## src/rtl/demultiplex_queue_pkg.sv

```systemverilog
// Width helpers for the demultiplexing queue: select width and per-channel
// FIFO pointer/count widths, all derived from the top-level parameters.
package demultiplex_queue_pkg;

    function automatic int sel_width(input int outc, input int bcast);
        return (bcast != 0) ? outc : $clog2(outc);
    endfunction

    function automatic int ptr_width(input int depth);
        return $clog2(depth);
    endfunction

    function automatic int cnt_width(input int depth);
        return $clog2(depth + 1);
    endfunction

endpackage

```

## src/rtl/demultiplex_queue_queue.sv

```systemverilog
// Per-channel synchronous FIFO: combinational head read, power-of-two depth,
// pointers and count cleared by reset while storage keeps its contents.
module demultiplex_queue_queue
    import demultiplex_queue_pkg::*;
#(
    parameter int ARGW  = 16,
    parameter int DEPTH = 2
) (
    input  logic            clk,
    input  logic            rst_n,
    input  logic            push,
    input  logic [ARGW-1:0] push_dat,
    input  logic            pop,
    output logic            empty,
    output logic            full,
    output logic [ARGW-1:0] head_dat
);

    localparam int PTRW = ptr_width(DEPTH);
    localparam int CNTW = cnt_width(DEPTH);

    logic [ARGW-1:0] mem_q [DEPTH];
    logic [PTRW-1:0] wr_ptr_q, wr_ptr_d;
    logic [PTRW-1:0] rd_ptr_q, rd_ptr_d;
    logic [CNTW-1:0] cnt_q, cnt_d;
    logic            pop_ok;

    assign empty    = (cnt_q == '0);
    assign full     = (cnt_q == CNTW'(DEPTH));
    assign pop_ok   = pop & ~empty;
    assign head_dat = mem_q[rd_ptr_q];

    // Pointers wrap naturally because DEPTH is a power of two.
    always_comb begin
        wr_ptr_d = wr_ptr_q;
        rd_ptr_d = rd_ptr_q;
        cnt_d    = cnt_q;
        if (push) begin
            wr_ptr_d = wr_ptr_q + PTRW'(1);
        end
        if (pop_ok) begin
            rd_ptr_d = rd_ptr_q + PTRW'(1);
        end
        case ({push, pop_ok})
            2'b10:   cnt_d = cnt_q + CNTW'(1);
            2'b01:   cnt_d = cnt_q - CNTW'(1);
            default: cnt_d = cnt_q;
        endcase
    end

    always_ff @(posedge clk) begin
        if (!rst_n) begin
            wr_ptr_q <= '0;
            rd_ptr_q <= '0;
            cnt_q    <= '0;
        end else begin
            wr_ptr_q <= wr_ptr_d;
            rd_ptr_q <= rd_ptr_d;
            cnt_q    <= cnt_d;
        end
    end

    always_ff @(posedge clk) begin
        if (push) begin
            mem_q[wr_ptr_q] <= push_dat;
        end
    end

endmodule

```

## src/rtl/demultiplex_queue.sv

```systemverilog
// Routes each arg word to one channel (index) or several (mask) through
// independent per-channel FIFOs; a broadcast is accepted only if all targets have room.
module demultiplex_queue
    import demultiplex_queue_pkg::*;
#(
    parameter int ARGW  = 16,
    parameter int OUTC  = 4,
    parameter int DEPTH = 2,
    parameter int BCAST = 0,
    localparam int SELW = sel_width(OUTC, BCAST)
) (
    input  logic                 clk,
    input  logic                 rst_n,
    input  logic                 arg_stb,
    input  logic [ARGW-1:0]      arg_dat,
    output logic                 arg_rdy,
    input  logic                 sel_stb,
    input  logic [SELW-1:0]      sel_dat,
    output logic                 sel_rdy,
    output logic [OUTC-1:0]      out_stb,
    output logic [OUTC*ARGW-1:0] out_dat,
    input  logic [OUTC-1:0]      out_rdy,
    output logic                 drop
);

    logic [OUTC-1:0] tgt;
    logic [OUTC-1:0] empty;
    logic [OUTC-1:0] full;
    logic [OUTC-1:0] space;
    logic [OUTC-1:0] push;
    logic [OUTC-1:0] pop;
    logic            drop_q;

    for (genvar gi = 0; gi < OUTC; gi++) begin : g_ch
        if (BCAST != 0) begin : g_mask
            assign tgt[gi] = sel_dat[gi];
        end else begin : g_idx
            // Out-of-range indices match no channel and become drops.
            assign tgt[gi] = (sel_dat == SELW'(gi));
        end

        assign space[gi]   = ~full[gi] | (~empty[gi] & out_rdy[gi]);
        assign pop[gi]     = out_rdy[gi] & ~empty[gi];
        assign push[gi]    = arg_rdy & tgt[gi];
        assign out_stb[gi] = ~empty[gi];

        demultiplex_queue_queue #(
            .ARGW  (ARGW),
            .DEPTH (DEPTH)
        ) u_queue (
            .clk      (clk),
            .rst_n    (rst_n),
            .push     (push[gi]),
            .push_dat (arg_dat),
            .pop      (pop[gi]),
            .empty    (empty[gi]),
            .full     (full[gi]),
            .head_dat (out_dat[ARGW*gi +: ARGW])
        );
    end

    assign arg_rdy = rst_n & arg_stb & sel_stb & ~|(tgt & ~space);
    assign sel_rdy = arg_rdy;
    assign drop    = drop_q;

    always_ff @(posedge clk) begin
        if (!rst_n) begin
            drop_q <= 1'b0;
        end else begin
            drop_q <= arg_rdy & ~|tgt;
        end
    end

endmodule

```

## config.mk

```make
export PLATFORM = sky130hd
export DESIGN_NAME = demultiplex_queue
export DESIGN_NICKNAME = d
export VERILOG_FILES = /design/src/rtl/demultiplex_queue_pkg.sv /design/src/rtl/demultiplex_queue_queue.sv /design/src/rtl/demultiplex_queue.sv
export SDC_FILE = /design/constraint.sdc
export NUM_CORES = 1
export LEC_CHECK = 0
export ABC_AREA = 1
export ABC_CLOCK_PERIOD_IN_PS = 3900
export CORE_ASPECT_RATIO = 0.75
export CORE_MARGIN = 1
export CORE_UTILIZATION = 55
export CTS_BUF_LIST = sky130_fd_sc_hd__clkbuf_8
export DETAILED_ROUTE_END_ITERATION = 16
export PLACE_DENSITY = 0.81
export SLEW_MARGIN = 0
export SYNTH_ARGS = -nofsm -noshare
export SYNTH_HDL_FRONTEND = slang
export SYNTH_SLANG_ARGS = --single-unit
```

## constraint.sdc

```tcl
create_clock -name clk -period 3.9 [get_ports clk]
set_clock_uncertainty 0.1 [all_clocks]
set_input_delay 0.78 -clock clk [delete_from_list [all_inputs] [get_ports clk]]
set_output_delay 0.78 -clock clk [all_outputs]
set_load 0.01 [all_outputs]
```

==> impl_summary.log <==
INFO  metric status = complete, no violations
INFO  metric port-buffer-count = 96
INFO  metric post-synth-top-area-cell = sky130_fd_sc_hd__edfxtp_1
INFO  metric post_drt_wl_per_cell = 18.9 um
INFO  metric worstSetupStartpointType = primary input
INFO  metric initial_core_utilization = 57.1%
INFO  metric timing.fmax = 0.294 GHz
INFO  metric tightestPinTransition = 899 ps
INFO  metric r2r_setup_slk = 1690 ps
INFO  metric cp-end-kind = output port
INFO  metric drt_iter0_markers = 190
INFO  metric layout_cell_share_with_drive_strength_beyond_1 = 24.1%
INFO  metric clkSlewWorstSetupHoldPaths = 80 ps
INFO  metric synthesis.area_per_instance = 16.6 sq um
INFO  metric final_nets = 481
INFO  metric max_cap_violations = 0
INFO  metric synth_area = 5580 sq um
INFO  metric worst_case_vdd_ir_drop = 0.294 mV
INFO  metric dp_hpwl = 6940 um
INFO  metric arrival = 2520 ps
INFO  metric drc = 0
INFO  metric area_growth_syn_to_layout = 28.7%
INFO  metric detail_route.vias_per_cell = 5.35
INFO  metric rsz0062_at_grt = no
INFO  metric post_cts.repair.setup_buffers = 0
INFO  metric clock_path_buffers = 2
INFO  metric worstSetupPathType = in -> out
INFO  metric timing_hold_violations_final = 0
INFO  metric seq_area_frac_synth = 76.4%
INFO  metric antenna_cells = 0
INFO  metric clock_sinks = 149
INFO  metric grt_max_degree = 17
INFO  metric gp_routability_congestion = 0.838
INFO  metric cts_tree = yes
INFO  metric grt_overflow = 0
INFO  metric grt_antenna_before_repair = 0
INFO  metric setup_tns = 0 ps
INFO  metric synth_top_area_share = 68.8%
INFO  metric hold_buffers = 0
INFO  metric total_leakage_power = 0.00254 uW
INFO  metric synthDistinctLibCells = 19
INFO  metric period_share = 87.3%
INFO  metric cts-buffers-inserted = 17
INFO  metric ys_seq_elements = 149
INFO  metric clock_tree.htree_level_count = 4
INFO  metric grt_first_pass_wirelength = 16800 um
INFO  metric final_max_slew_viol_count = 0
INFO  metric groute.usage.overall = 22.7%
INFO  metric ys_top_cells_by_area = sky130_fd_sc_hd__edfxtp_1 (69%), sky130_fd_sc_hd__mux2_2 (13%), sky130_fd_sc_hd__dfxtp_1 (7.5%)
INFO  metric ios = 97
INFO  metric clkLatencyLatePin = 440 ps
INFO  metric worst-endpoint-required = 3020 ps
INFO  metric design.die.area = 10600 sq um
INFO  metric finalSetupViolCount = 0
INFO  metric grt_pass1_vias = 3142
INFO  metric floorplan.die.width = 118 um
INFO  metric fillCellCount = 611
INFO  metric firstDrtPassIters = 4
INFO  metric yosys_warnings = 0
INFO  metric min_period = 3400 ps
INFO  metric power-per-cell-area = 457 nW/um^2
INFO  metric drt_wl_total = 11200 um
INFO  metric post_synthesis_net_count = 367
INFO  metric layout.core_utilization = 73.5%
INFO  metric clk_root_buffer_cell = sky130_fd_sc_hd__clkbuf_8
INFO  metric hp-class = reg -> reg
INFO  metric die_y = 89.3 um
INFO  metric max_slew_margin = 40.0%
INFO  metric core_area = 9770 sq um
INFO  metric worst-path-max-fanout = 10
INFO  metric totalPowerFinal = 3280 uW
INFO  metric ctsResizeCount = 0
INFO  metric post_synth_inst_count = 337
INFO  metric core.rowCount = 31
INFO  metric final_antenna_net_count = 0
INFO  metric dr_total_vias = 3188
-- layout make-up --
class | instances | area, sq um | area share, %
well taps | 132 | 165 | 2.30
inverters | 23 | 86.3 | 1.20
multi-input cells | 155 | 1190 | 16.6
clock buffers | 18 | 248 | 3.45
flip-flops and latches | 149 | 4260 | 59.3
clock inverters | 14 | 203 | 2.82
repair buffers | 105 | 1030 | 14.3
-- path summary, 6_finish.rpt --
path                                                from                       end  cells past startpoint
worst min-delay path            g_ch[1].u_queue.rd_ptr_q                      flop                      1
worst max register to register  g_ch[3].u_queue.cnt_q[1]  g_ch[2].u_queue.cnt_q[1]                     11
worst max-delay path                          sel_dat[1]                   sel_rdy                      7
worst min register to register  g_ch[1].u_queue.rd_ptr_q                      flop                      1
-- worst max-delay path, stage by stage --
cell and delay (ps):
sky130_fd_sc_hd__clkdlybuf4s50_1 490, sky130_fd_sc_hd__nand2_1 100, sky130_fd_sc_hd__inv_1 80, sky130_fd_sc_hd__nand3_1 120, sky130_fd_sc_hd__nand3_1 120, sky130_fd_sc_hd__nor2_4 240
sky130_fd_sc_hd__clkdlybuf4s50_1 600
-- through the flow --
step	hold slack, ps	setup WS, ps	instance area (sq um)	instances
finish	353	496	7190	596
global route	375	420	7190	596
CTS	351	527	7190	596
detailed placement	338	534	6740	564
global placement	334	607	6740	564
floorplan	325	1310	5580	337
-- placed cells by master, fill, tap and decap left out --
cell,netlist,layout
sky130_fd_sc_hd__a21oi_1,24,24
sky130_fd_sc_hd__and3_1,1,1
sky130_fd_sc_hd__buf_4,1,9
sky130_fd_sc_hd__bufinv_16,0,5
sky130_fd_sc_hd__clkbuf_8,0,18
sky130_fd_sc_hd__clkdlybuf4s50_1,0,96
sky130_fd_sc_hd__clkinv_2,0,3
sky130_fd_sc_hd__conb_1,1,1
sky130_fd_sc_hd__dfxtp_1,21,21
sky130_fd_sc_hd__edfxtp_1,128,128
sky130_fd_sc_hd__ha_1,4,4
sky130_fd_sc_hd__inv_1,23,24
sky130_fd_sc_hd__inv_4,0,4
sky130_fd_sc_hd__inv_6,0,1
sky130_fd_sc_hd__mux2_2,64,64
sky130_fd_sc_hd__nand2_1,18,18
sky130_fd_sc_hd__nand2_2,1,1
sky130_fd_sc_hd__nand3_1,5,5
sky130_fd_sc_hd__nand4_1,4,4
sky130_fd_sc_hd__nor2_1,14,10
sky130_fd_sc_hd__nor2_2,2,6
sky130_fd_sc_hd__nor2_4,1,1
sky130_fd_sc_hd__o21ai_0,16,16
-- cells by family after synthesis --
kind of cell	Yosys count	synth area share, %
buf+inv	33	2.47
simple gates	46	3.70
mux	64	12.9
flops	149	76.4
compound gates	40	3.59
fa+ha+maj	4	0.896
other cells	1	0.0672
-- registers in the layout (all words and copies together) (netlist names), named ones only --
register	count
g_ch.u_queue.wr_ptr_q	4
g_ch.u_queue.cnt_q	8
drop	1
g_ch.u_queue.rd_ptr_q	4
g_ch.u_queue.mem_q	128
-- cells in the mapped netlist --
master and instances:
sky130_fd_sc_hd__nor2_1 14, sky130_fd_sc_hd__clkbuf_1 1, sky130_fd_sc_hd__buf_2 8, sky130_fd_sc_hd__edfxtp_1 128, sky130_fd_sc_hd__and3_1 1, sky130_fd_sc_hd__mux2_2 64, sky130_fd_sc_hd__nand4_1 4, sky130_fd_sc_hd__nand2_2 1
sky130_fd_sc_hd__dfxtp_1 21, sky130_fd_sc_hd__o21ai_0 16, sky130_fd_sc_hd__nand2_1 18, sky130_fd_sc_hd__buf_4 1, sky130_fd_sc_hd__conb_1 1, sky130_fd_sc_hd__nand3_1 5, sky130_fd_sc_hd__inv_1 23, sky130_fd_sc_hd__nor2_4 1
sky130_fd_sc_hd__nor2_2 2, sky130_fd_sc_hd__a21oi_1 24, sky130_fd_sc_hd__ha_1 4
-- report_power, final --
group	switching [uW]	total [uW]	internal (uW)
Sequential	16.5	1760	1740
Combinational	83.5	183	99.3
Clock	565	1340	776
-- per-layer routing --
layer,vias to the layer above,track usage (%),part of all wire [%]
li1,1474,-,-
met1,1550,29.9,45
met2,152,36.5,47
met3,12,5.74,6.2
met4,0,10.6,1.2
met5,-,0,0
Power figures use the tool's default switching activity.
==> patch 1: new RTL, same settings <==
Make the reset (`rst_n`) asynchronous in 2 clocked blocks.
--- a/src/rtl/demultiplex_queue_queue.sv
+++ b/src/rtl/demultiplex_queue_queue.sv
@@ -48,7 +48,7 @@
         endcase
     end
 
-    always_ff @(posedge clk) begin
+    always_ff @(posedge clk or negedge rst_n) begin
         if (!rst_n) begin
             wr_ptr_q <= '0;
             rd_ptr_q <= '0;
--- a/src/rtl/demultiplex_queue.sv
+++ b/src/rtl/demultiplex_queue.sv
@@ -63,7 +63,7 @@
     assign sel_rdy = arg_rdy;
     assign drop    = drop_q;
 
-    always_ff @(posedge clk) begin
+    always_ff @(posedge clk or negedge rst_n) begin
         if (!rst_n) begin
             drop_q <= 1'b0;
         end else begin
Formal check against the unedited RTL: differs if rst_n is asserted again (counterexample within 4 cycles, from zero or initial values and one cycle with rst_n low); with rst_n held inactive, the same outputs for 4 cycles.
==> patch 1 against the original RTL <==
Synthesized area is 0.54% higher; fmax decreased by 8.4%; via count rose by 13%; cell count is 18% higher; wire length is 7.5% higher; worst setup slack got worse by 0.31 ns; final area decreased by 0.77%; sequential cell count shrank 4; first-iteration DRC count grew 42%.
Power is not compared: it rests on default switching activity, and its combinational part moved more than twofold at a synthesized area within 25%.
==> patch 1: results <==
run_status:
  status: "finished, final reports clean"
drt:
  drt-met1-wl_um: 5050
  met2_length_um: 5790
  wl_met3_um: 1080
  drtPass1Iterations: 5
  drt_iter0_drc: 269
  dr.max_layer_used: "met4"
logic_synthesis:
  ys_top_cells_by_area: "edfxtp_1 (68%), nand2_1 (14%), dfrtp_1 (7.6%)"
  yosysSeqAreaShare: 0.761
  yosys-top-cells-count: "nand2_1 (210), edfxtp_1 (128), inv_1 (21)"
  synth_xor_area_frac: 0.0187
  syn_nets: 479
  async_flop_share: 0.117
  synth_mux_area_frac: 0
  yosysWarnings: 0
  ys_types: 27
placement:
  hpwl_um: 7720
  gp_congestion: 0.803
critical_path:
  timing.rr.end: "g_ch[1].u_queue.mem_q[0][11]"
  crit_fanout: 17
  cp_slowest_cell: "dfrtp_1"
  critPathArrivalTime_ns: 2.83
  cpPeakStageDelay_ns: 0.81
  r2r_slack_ns: 1.76
  reg2reg_depth: 7
global_routing:
  grt_antenna_before_repair: 0
  use_met1: 0.323
  grtUsageMet2: 0.396
  grt_max_degree: 18
  grt_pass1_wl_um: 18200
  use_met3: 0.0676
  grt_util_all_layers: 0.246
  grt_pass1_vias: 3450
power:
  finalPower_mw: 4.59
  p_comb_frac: 0.347
  switching_share: 0.328
  p_leak_nw: 2.87
worst_hold_path:
  hold_depth: 2
  holdCritStartpoint: "g_ch[3].u_queue.wr_ptr_q"
finish:
  drive_gt1_frac: 0.105
  nNetsFinal: 590
sta:
  max_slew_margin: 0.428
-- patch 1: worst min-delay path: stages, from the launching register on --
cell and delay, ns:
dfrtp_1 0.35, nand2_1 0.05, nand2_1 0.05
-- patch 1: stage by stage --
step / cells / util / setup WS, ns / hold WS (ns) / area [um2]
2_1_floorplan: 449 / - / 1.33 / 0.342 / 5610
3_3_place_gp: 673 / 0.691 / 0.594 / 0.357 / 6750
3_5_place_dp: 673 / 0.691 / 0.528 / 0.361 / 6750
4_1_cts: 704 / 0.730 / 0.224 / 0.381 / 7130
5_1_grt: 704 / 0.730 / 0.125 / 0.403 / 7130
6_report: 704 / 0.730 / 0.185 / 0.378 / 7130
-- patch 1: layout make-up --
class	count	area, um2
Clock buffer	17	234
Clock inverter	14	143
Fill cell	655	2640
Inverter	28	105
Multi-Input combinational cell	263	1190
Sequential cell	145	4270
Tap cell	132	165
Timing Repair Buffer	105	1030
-- patch 1: worst max-delay path by stage --
| stage | from | endpoint | slack, ns | cells after the start |
|---|---|---|---|---|
| 4_1_cts | g_ch[2].u_queue.rd_ptr_q | out_dat[40] | 0.22 | 4 |
| 6_report | g_ch[2].u_queue.rd_ptr_q | out_dat[40] | 0.19 | 4 |
| 2_1_floorplan | sel_dat[0] | sel_rdy | 1.33 | 5 |
| 3_5_place_dp | sel_dat[0] | sel_rdy | 0.53 | 6 |
| 5_1_grt | g_ch[2].u_queue.rd_ptr_q | out_dat[40] | 0.13 | 4 |
| 3_3_place_gp | sel_dat[0] | arg_rdy | 0.59 | 6 |
-- patch 1: logic make-up after synthesis --
logic type,Yosys count
XOR/XNOR,12
AO/OA/AOI/OAI,8
buffers and inverters,41
AND/OR/NAND/NOR,238
other,1
flip-flops,145
adder cells (fa/ha/maj),4
==> patch 2: new RTL, same settings <==
Made on the original files. Set the parameter `BCAST` to 1 (it was 0).
--- a/src/rtl/demultiplex_queue.sv
+++ b/src/rtl/demultiplex_queue.sv
@@ -6,7 +6,7 @@
     parameter int ARGW  = 16,
     parameter int OUTC  = 4,
     parameter int DEPTH = 2,
-    parameter int BCAST = 0,
+    parameter int BCAST = 1,
     localparam int SELW = sel_width(OUTC, BCAST)
 ) (
     input  logic                 clk,
Interface: changed (resized sel_dat); port bits go from 97 to 99. No check against the original RTL was run, so the function may have changed too.
==> patch 2 against the original RTL <==
Synthesized area up 0.74%; wire length shrank 1.7%; sequential share of layout area grew 0.68 points; sequential cell count is the same; worst setup slack worse by 0.00064 ns; critical path depth is 2 higher; clock power shrank 22%; total power is 5.3% lower; largest power group unchanged; largest cell class unchanged; register-to-register slack better by 0.13 ns; fmax barely moved; final area decreased by 1.1%.
==> patch 2: results <==
finish:
  nNetsFinal: 490
  drive_gt1_frac: 0.215
  reg_top3: "g_ch.u_queue.mem_q: 128 flops, g_ch.u_queue.cnt_q: 8 flops"
  n_fill_cell: 627
critical_path:
  r2r_slack_ns: 1.82
  cp_slowest_cell: "clkdlybuf4s50_1"
  crit_fanout: 9
  cpPeakStageDelay_ns: 0.53
  timing.rr.end: "g_ch[1].u_queue.mem_q[0][5]"
  reg2reg_depth: 7
  critPathArrivalTime_ns: 2.52
  reg2reg_from: "g_ch[1].u_queue.cnt_q[0]"
placement:
  dp_slack_ns: 0.502
  hpwl_um: 7020
  gp_congestion: 0.796
  port_buffers: 98
worst_hold_path:
  hold_depth: 1
  holdCritStartpoint: "g_ch[3].u_queue.rd_ptr_q"
  holdPathEnd: "g_ch[3].u_queue.rd_ptr_q"
logic_synthesis:
  ys_types: 18
  synth_mux_area_frac: 0.128
  synth_compound_area_frac: 0.0320
  synth-adder-area-share: 0.00890
  yosys-top-cells-count: "edfxtp_1 (128), mux2_2 (64), inv_1 (28), nand2_1 (28), dfxtp_1 (21)"
  synth_edf_count: 128
  syn_nets: 378
  ys_top_cells_by_area: "edfxtp_1 (68%), mux2_2 (13%), dfxtp_1 (7.5%)"
  yosysSeqAreaShare: 0.758
drt:
  drt-total-wl_um: 11100
  drtPass1Iterations: 5
  drt_iter0_drc: 163
  viasPerCell: 5.28
global_routing:
  grt_pass1_vias: 3095
  grt_pass1_wl_um: 16300
  grt_util_all_layers: 0.217
  grt_antenna_before_repair: 0
power:
  p_leak_nw: 2.51
  peakVddDrop_uv: 401
clock_network:
  cts_buffer_depth: 2
  clk_latency_ns: 0.42
  cts_resized: 0
  cts_setup_buffers: 0
  htreeDepth: 4
sta:
  worst-slew-pin-transition_ns: 0.898
run_status:
  status: "finished, final reports clean"
patch 2: power breakdown:
group / switching, mW / total (mW) / internal (mW) / leakage (nW)
registers: 0.0354 / 1.79 / 1.76 / 1.33
clock network: 0.503 / 1.04 / 0.538 / 0.191
logic: 0.120 / 0.275 / 0.155 / 0.991
total: 0.658 / 3.11 / 2.45 / 2.51
patch 2: through the flow:
stage | hold WS [ns] | cells | power, mW | area (um2)
final | 0.358 | 601 | 3.11 | 7100
after global routing | 0.379 | 601 | 3.21 | 7100
after CTS | 0.360 | 601 | 3.12 | 7100
after detailed placement | 0.350 | 571 | 2.10 | 6770
after global placement | 0.335 | 571 | 2.09 | 6770
after floorplan | 0.325 | 346 | 1.94 | 5620
patch 2: area by class of cell:
cell class | count | area, um2 | area share
inverters | 31 | 116 | 0.0164
flip-flops and latches | 149 | 4260 | 0.600
clock buffers | 17 | 234 | 0.0329
clock inverters | 13 | 104 | 0.0146
repair buffers | 103 | 1020 | 0.143
well taps | 132 | 165 | 0.0232
multi-input cells | 156 | 1200 | 0.169
patch 2: per-layer routing:
| metal | GRT usage | vias to the layer above | wire, um |
|---|---|---|---|
| li1 | - | 1486 | - |
| met1 | 0.281 | 1549 | 5020 |
| met2 | 0.357 | 134 | 5280 |
| met3 | 0.0612 | 4 | 721 |
| met4 | 0.0817 | 0 | 33 |
| met5 | 0 | - | 0 |
patch 2: how the worst max path moves through the flow:
stage	startpoint	end	slack, ns	cells past startpoint
floorplan	sel_dat[3]	g_ch[0].u_queue.mem_q[0][0]	1.40	7
global placement	sel_dat[3]	sel_rdy	0.55	9
detailed placement	sel_dat[3]	arg_rdy	0.50	9
CTS	sel_dat[3]	arg_rdy	0.49	9
global route	sel_dat[3]	arg_rdy	0.35	9
finish	sel_dat[3]	arg_rdy	0.50	9
